## src/rtl/adc_trig_capture.sv

```systemverilog
// Triggered ADC capture: waits for a level crossing, records 2**DEPTH_LOG2 consecutive samples,
// then streams them out over a valid/ready port. Define ADC_CAPTURE_AUTOTRIG_EN for auto-trigger.
module adc_trig_capture #(
    parameter int unsigned DEPTH_LOG2     = 8,
    parameter int unsigned TIMEOUT_CYCLES = 1000000
) (
    input  logic       clk,
    input  logic       reset,
    input  logic [7:0] adc_d,
    input  logic       arm,
    input  logic [7:0] trig_level,
    input  logic       trig_rise,
    output logic [7:0] tx_data,
    output logic       tx_valid,
    input  logic       tx_ready,
    output logic       busy,
    output logic       triggered
);

    localparam int unsigned Depth = 2 ** DEPTH_LOG2;
    localparam logic [DEPTH_LOG2-1:0] LastAddr = DEPTH_LOG2'(Depth - 1);

    typedef enum logic [1:0] {StIdle, StWaitTrig, StCapture, StDump} state_e;

    state_e state_q, state_d;

    logic [7:0]            cur_q, prev_q;
    logic                  prev_ok_q;
    logic [DEPTH_LOG2-1:0] wr_addr_q, rd_addr_q;
    logic                  rd_last_q;
    logic [7:0]            tx_data_q;
    logic                  tx_valid_q;
    logic                  triggered_q;
    logic [7:0]            mem [Depth];

    logic start, crossing, timeout, fire, wr_en, cap_done, load, dump_done;

    assign start    = (state_q == StIdle) && arm;
    assign crossing = prev_ok_q && (trig_rise ? (prev_q < trig_level && cur_q >= trig_level)
                                              : (prev_q >= trig_level && cur_q < trig_level));
    assign fire     = (state_q == StWaitTrig) && (crossing || timeout);
    assign wr_en    = fire || (state_q == StCapture);
    assign cap_done = (state_q == StCapture) && (wr_addr_q == LastAddr);
    assign load     = (state_q == StDump) && !rd_last_q && (!tx_valid_q || tx_ready);
    assign dump_done = (state_q == StDump) && rd_last_q && tx_valid_q && tx_ready;

`ifdef ADC_CAPTURE_AUTOTRIG_EN
    localparam int unsigned ToW = $clog2(TIMEOUT_CYCLES + 1);
    logic [ToW-1:0] to_cnt_q;

    assign timeout = (state_q == StWaitTrig) && (to_cnt_q == ToW'(TIMEOUT_CYCLES - 1));

    always_ff @(posedge clk or posedge reset) begin
        if (reset) begin
            to_cnt_q <= '0;
        end else if ((state_q == StWaitTrig) && !fire) begin
            to_cnt_q <= to_cnt_q + 1'b1;
        end else begin
            to_cnt_q <= '0;
        end
    end
`else
    logic unused_timeout_cycles;
    assign timeout = 1'b0;
    assign unused_timeout_cycles = ^TIMEOUT_CYCLES;
`endif

    always_ff @(posedge clk or posedge reset) begin
        if (reset) begin
            state_q <= StIdle;
        end else begin
            state_q <= state_d;
        end
    end

    always_comb begin
        state_d = state_q;
        unique case (state_q)
            StIdle:     if (arm)       state_d = StWaitTrig;
            StWaitTrig: if (fire)      state_d = StCapture;
            StCapture:  if (cap_done)  state_d = StDump;
            StDump:     if (dump_done) state_d = StIdle;
            default:                   state_d = StIdle;
        endcase
    end

    always_comb begin
        busy      = (state_q != StIdle);
        tx_data   = tx_data_q;
        tx_valid  = tx_valid_q;
        triggered = triggered_q;
    end

    // Write address is always 0 in WAIT_TRIG (reset or wrap), so the trigger sample lands at 0.
    always_ff @(posedge clk) begin
        if (wr_en) begin
            mem[wr_addr_q] <= cur_q;
        end
    end

    always_ff @(posedge clk or posedge reset) begin
        if (reset) begin
            cur_q       <= '0;
            prev_q      <= '0;
            prev_ok_q   <= 1'b0;
            wr_addr_q   <= '0;
            rd_addr_q   <= '0;
            rd_last_q   <= 1'b0;
            tx_data_q   <= '0;
            tx_valid_q  <= 1'b0;
            triggered_q <= 1'b0;
        end else begin
            cur_q     <= adc_d;
            prev_q    <= cur_q;
            prev_ok_q <= !start;

            if (start) begin
                triggered_q <= 1'b0;
            end else if (fire && crossing) begin
                triggered_q <= 1'b1;
            end

            if (wr_en) begin
                wr_addr_q <= wr_addr_q + 1'b1;
            end

            // tx_data_q doubles as the synchronous memory read register.
            if (load) begin
                tx_data_q  <= mem[rd_addr_q];
                tx_valid_q <= 1'b1;
                rd_addr_q  <= rd_addr_q + 1'b1;
                rd_last_q  <= (rd_addr_q == LastAddr);
            end else if (dump_done) begin
                tx_valid_q <= 1'b0;
                rd_last_q  <= 1'b0;
            end
        end
    end

endmodule

```

## config.mk

```make
export PLATFORM = sky130hd
export DESIGN_NAME = adc_trig_capture
export DESIGN_NICKNAME = d
export VERILOG_FILES = /design/src/rtl/adc_trig_capture.sv
export SDC_FILE = /design/constraint.sdc
export NUM_CORES = 2
export LEC_CHECK = 0
export ABC_CLOCK_PERIOD_IN_PS = 8200
export CAP_MARGIN = 0
export CORE_UTILIZATION = 35
export DETAILED_ROUTE_END_ITERATION = 6
export SETUP_SLACK_MARGIN = 0.2
export SLEW_MARGIN = 0
export SYNTH_ARGS = -nofsm -noshare
export SYNTH_HDL_FRONTEND = slang
export SYNTH_SLANG_ARGS = --single-unit
```

## constraint.sdc

```tcl
create_clock -name clk -period 8.2 [get_ports clk]
set_input_delay 0.82 -clock clk [delete_from_list [all_inputs] [get_ports clk]]
set_output_delay 0.82 -clock clk [all_outputs]
set_load 0.02 [all_outputs]
```

# [Yosys cells after proc, flatten, opt, wreduce, memory -nomap -nowiden]
# Memory sizes are Yosys's and may differ from the RTL's. A register that Yosys moved wholly into a read port is not among the register bits.
# Cells that the tools add are included.
[word_totals] mem_count=1 ramBits=2048 regBits=38 inputBits=21
[mem_list] name="mem" words=256 word_bits=8 rd=1 rd_ports_with_merged_regs=1 write_ports=1 line_no="34" rtl="logic [7:0] mem [Depth];"
[op_classes] n_eq_ne=9 n_addsub=2 magnitude_cmp=4 n_reduce_logical=22 n_mux=13
[ops] op="adder 8 x 1 -> 8 bit (second input constant)" n=2
[ops] op="equality test 8 bit (second input constant)" n=2
[ops] op="greater-or-equal comparator 8 bit" n=2
[ops] op="< comparator 8 bit" n=2
[ops] op="logical AND 1 bit" n=12
[ops] op="two-way mux 1 bit" n=8
[ops] op="two-way mux 2 bit" n=4
[ops] op="!= test 2 bit (second input constant)" n=4
[ops] op="case mux 2 bit (4 select lines)" n=1
[ops] op="nonzero test 2 bit" n=3
[ops] op="equality test 2 bit (second input constant)" n=2
[ops] op="AND reduction 4 bit" n=1
[ops] op="logical NOT 1 bit" n=3
[ops] op="equality test 2 x 1 -> 1 bit (second input constant)" n=1
[ops] op="logical NOT 2 bit" n=1
[ops] op="logical OR 1 bit" n=2

# [Longest topological paths before layout]
[logic_depth] ltp_word=8 depth_mapped=12 mapped_depth_nobuf=9

# [Least setup slack after synthesis]
# Ideal clock, no wire load.
[synth_timing] path_type="reg2reg" start="register cur_q[5]" end="memory mem[107][0] (enable)" arrival_time_ps=5929 setup_slack_ps=1887 required_ps=7817 stages_incl_launch_ff=12 period_less_slack_ps=6313 cell_sequence="dfrtp_1 > ha_1 > a21o_1 > a21o_1 > a21oi_1 > nor2b_1 > and4_1 > buf_2 > o31ai_1 > buf_2 > buf_2 > nor3_1"
[synth_via] elab_chain_len=8
[synth_rtl] item="from (decl)" line_no="27" rtl="logic [7:0] cur_q, prev_q;"
[synth_rtl] item="from (signal assigned)" line_no="103" rtl="cur_q <= '0;"
[synth_rtl] item="from (signal assigned)" line_no="113" rtl="cur_q <= adc_d;"
[synth_rtl] item="< comparator 8 bit / greater-or-equal comparator 8 bit (equally long branches)" line_no="40, 39"
[synth_rtl] item="logical AND 1 bit (on tied branches)" line_no="40, 39"
[synth_rtl] item="two-way mux 1 bit (*)" line_no="39" rtl="assign crossing = prev_ok_q && (trig_rise ? (prev_q < trig_level && cur_q >= trig_level)"
[synth_rtl] item="logical AND 1 bit (*)" line_no="39"
[synth_rtl] item="logical AND 1 bit (*)" line_no="41" rtl="assign fire = (state_q == StWaitTrig) && (crossing || timeout);"
[synth_rtl] item="logical OR 1 bit (*)" line_no="42" rtl="assign wr_en = fire || (state_q == StCapture);"
[synth_rtl] item="two-way mux 1 bit (*)" line_no="96" rtl="if (wr_en) begin"
[synth_rtl] item="two-way mux 1 bit (not written as such) (*)" line_no="97" rtl="mem[wr_addr_q] <= cur_q;"
[synth_rtl] item="to (decl)" line_no="34"
# Every way passes the cells marked *; elsewhere a longest branch is shown, timed or not.

# [Worst setup path after layout]
[layout_timing] start="register cur_q[1]" end="memory mem[25][3] (enable)"
# The elaborated chain is that of the path after synthesis.

==> results.md <==
- Hold Path Class: in2reg
- Final period utilization: 0.578
- FP Rows: roughly 180
- CTS buffer count: between 200 and 250
- Vias: roughly 42000
- CTS max path bufs: 3
- Fmax: approximately 0.21 GHz
- Crit start category: register
- Hold Path Sink: cur_q[2]
- Number of global-route vias before repair: about 42000
- Final Max Tran Viols: 0
- Max IR drop VDD: a little under 0.0005 V
- Synth async-reset ratio: 0.0220
- R2R Setup Slk: roughly 3500 ps
- Post-Syn Area: about 83000 um2
- Multi-input gate area: ~18000 um2
- Post-CTS setup buffers: 0
- Max H-tree Level: 4
- Critical Path AT: approximately 5200 ps
- Post-route ant nets: 0
- Layout Area Growth over Synthesis: 12.9%
- Cells on worst reg2reg path: 10
- Yosys reg bits: roughly 2100
- Most frequent cells in the layout: 2048 x edfxtp_1, 453 x mux4_2, 244 x nor3_1
- Hold_sp: adc_d[2]
- Fin. Hold Viols: 0
- CP Data Required Time: just under 9000 ps
- Worst-path clk slew: roughly 60 ps
- Non-Filler Instances: roughly 7400
- Worst-path maximum fanout: 114
- Core Region: between 200000 and 250000 um2
- Ports: 32
- Unique masters post-synth: a little under 80
- Hold Buf Count CTS: 0
- Placed Cells: approximately 7000
- 1st-pass router iterations: 5
- Register area: between 60000 and 70000 um2
- Most common cell after layout, fill and taps aside: edfxtp_1
- Switch share: 0.325
- Total negative slack: 0 ps
- Sequential share of power: 0.404
- Switching Power: 9830 uW
- Chip Height: just under 500 um
- GRT met1 Usage: 0.274
- Final Wtd Congestion: approximately 0.86
- Total track usage: 0.198
- RSZ-0062 raised after global routing: false
- Met3 Usage GRT: 0.0502
- Final setup viols: 0
- Clock Sinks: between 2000 and 2500
- Syn. warnings: 0
- WL final: 236000 um
- 1st-iter DRT viols: between 5000 and 6000
- Max-cap viol count: 0
- Met2 GRT Util: 0.307
- Initial Util: 0.354
- Post-synthesis net count: slightly above 4000
- Comb power frac: 0.280
- Worst skew pair latency: a little under 900 ps
- Fillers: between 20000 and 25000
- Worst setup EP type: register
- Register area share after synthesis: 0.759
- Ys flop type: edfxtp_1
- Kind of critical path: reg2reg
- Slew @ Worst Pin: between 1000 and 1500 ps
- Status: finished, final reports clean
- Residual DRC count: 0
- Pwr dens: around 330 nW/um2
- First-pass GRT wire length: around 330000 um
- Hold Crit Depth: 1
- EDFF count, synth: 2048
- Pleak: around 0.028 uW
- Initial antenna violation count: 10
- DR vias/cell: 5.72
- Die area: between 200000 and 250000 um2
- Hpwl dp: 139000 um
- R2R Path Start: cur_q[1]
- Clk pwr share: 0.316
- Final nets: slightly above 4000
- CTS tree: built
- Die W: between 400 and 500 um
- Largest net degree at the start of global routing: 150
- Layout cell share with drive strength beyond 1: 0.220
- Post-Synthesis Mean Instance Area: 20.7 um2
- Cells resized by post-CTS repair: 0
- Root buf cell: clkbuf_16
- Post-layout util: 0.399
- Fin Clk Skew: about 62 ps
- Port Buffer Count: 31
- Top Usage Layer GRT: met2
- Grt ovf: 0
- Post-Syn Instances: ~4000
- Rel. slew slack: 0.111
- Int Pwr: 20400 uW
- Reg2Reg Capture Point: mem[25][3]
- Post-layout min period: roughly 4700 ps
- Routed WL per cell: around 32 um
-- routing by layer --
layer  up-vias  routed length, um
met2      2435             111000
met1     22500              93700
met5         -                 32
li1      16900                  -
met4         6               6670
met3       351              24900
-- power groups by stage --
stage	Clock (uW)	Sequential [uW]	Combinational [uW]
2_1_floorplan	0	12300	5510
3_3_place_gp	0	12400	8430
3_5_place_dp	0	12500	8430
4_1_cts	9680	12200	8460
5_1_grt	10000	12200	8760
6_report	9570	12200	8470
-- how the worst max path moves through the flow --
| stage | to | start | slack, ps |
|---|---|---|---|
| 4_1_cts | mem[8][6] | cur_q[1] | 3390 |
| 3_5_place_dp | mem[8][4] | trig_level[5] | 2820 |
| 3_3_place_gp | mem[0][0] | trig_level[5] | 3010 |
| 6_report | mem[25][3] | cur_q[1] | 3460 |
| 5_1_grt | mem[8][6] | cur_q[1] | 3230 |
| 2_1_floorplan | mem[107][0] | cur_q[5] | 1890 |
-- final cells by class --
cell class,count,area share
sequential,2094,0.673
clock buffer,242,0.0567
multi-input combinational,1612,0.195
clock inverter,138,0.0172
tap,3132,0.0421
antenna,2,0.0000537
inverter,21,0.000873
timing repair buffer,153,0.0152
-- through the flow --
stage	setup WS [ps]	hold slack [ps]	total power, uW	instance area [um2]
2_1_floorplan	1890	492	17800	82500
3_3_place_gp	3010	532	20900	86200
3_5_place_dp	2820	516	20900	86200
4_1_cts	3390	324	30400	93100
5_1_grt	3230	357	31000	93100
6_report	3460	379	30300	93100
-- registers in the layout (all words and copies together) (netlist names) --
name / flops
mem: 2048
cur_q: 8
prev_q: 8
rd_addr_q: 8
tx_data: 8
wr_addr_q: 8
state_q: 2
prev_ok_q: 1
rd_last_q: 1
triggered: 1
tx_valid: 1
-- synthesized netlist by cell type (7+ instances only) --
cell type	count	area, um2
a211oi_1	20	150
a21o_1	9	67.6
a21oi_1	69	345
a221oi_1	34	298
a22o_1	14	123
a22oi_1	58	435
a31oi_1	16	100
a41oi_1	8	70.1
and2_1	9	56.3
and3_1	8	50.1
buf_1	11	41.3
buf_12	16	320
buf_2	88	440
buf_4	24	180
buf_6	25	282
buf_8	10	150
clkbuf_1	87	327
dfrtp_1	46	1150
edfxtp_1	2048	61500
ha_1	26	325
inv_1	19	71.3
mux2_2	10	113
mux2i_1	170	1700
mux4_1	8	210
mux4_2	453	10200
nand2_1	134	503
nand2b_1	10	62.6
nand3_1	31	155
nand4_1	9	56.3
nor2_1	55	206
nor2b_1	19	119
nor3_1	247	1240
o211ai_1	10	75.1
o21ai_0	46	230
o21ai_1	7	35.0
o221ai_1	19	166
o22ai_1	21	131
xnor2_1	13	114
-- kinds of logic after synthesis --
kind of cell / synth area share
DFF: 0.759
muxes: 0.148
and+or+nand+nor: 0.0317
AOI/OAI and AO/OA: 0.0333
buffers and inverters: 0.0220
adders and majority gates: 0.00394
xor gates and xnor gates: 0.00149
-- critical path: stages (launching register included) --
cell and delay [ps]:
dfrtp_4 790, ha_1 360, nor2b_1 140, o21a_1 160, o21a_1 160, o21ai_0 180, and4_1 490, nor3_2 110
buf_12 300, buf_4 520, nor3_1 1040
No activity file was read; power rests on OpenSTA's default activity.
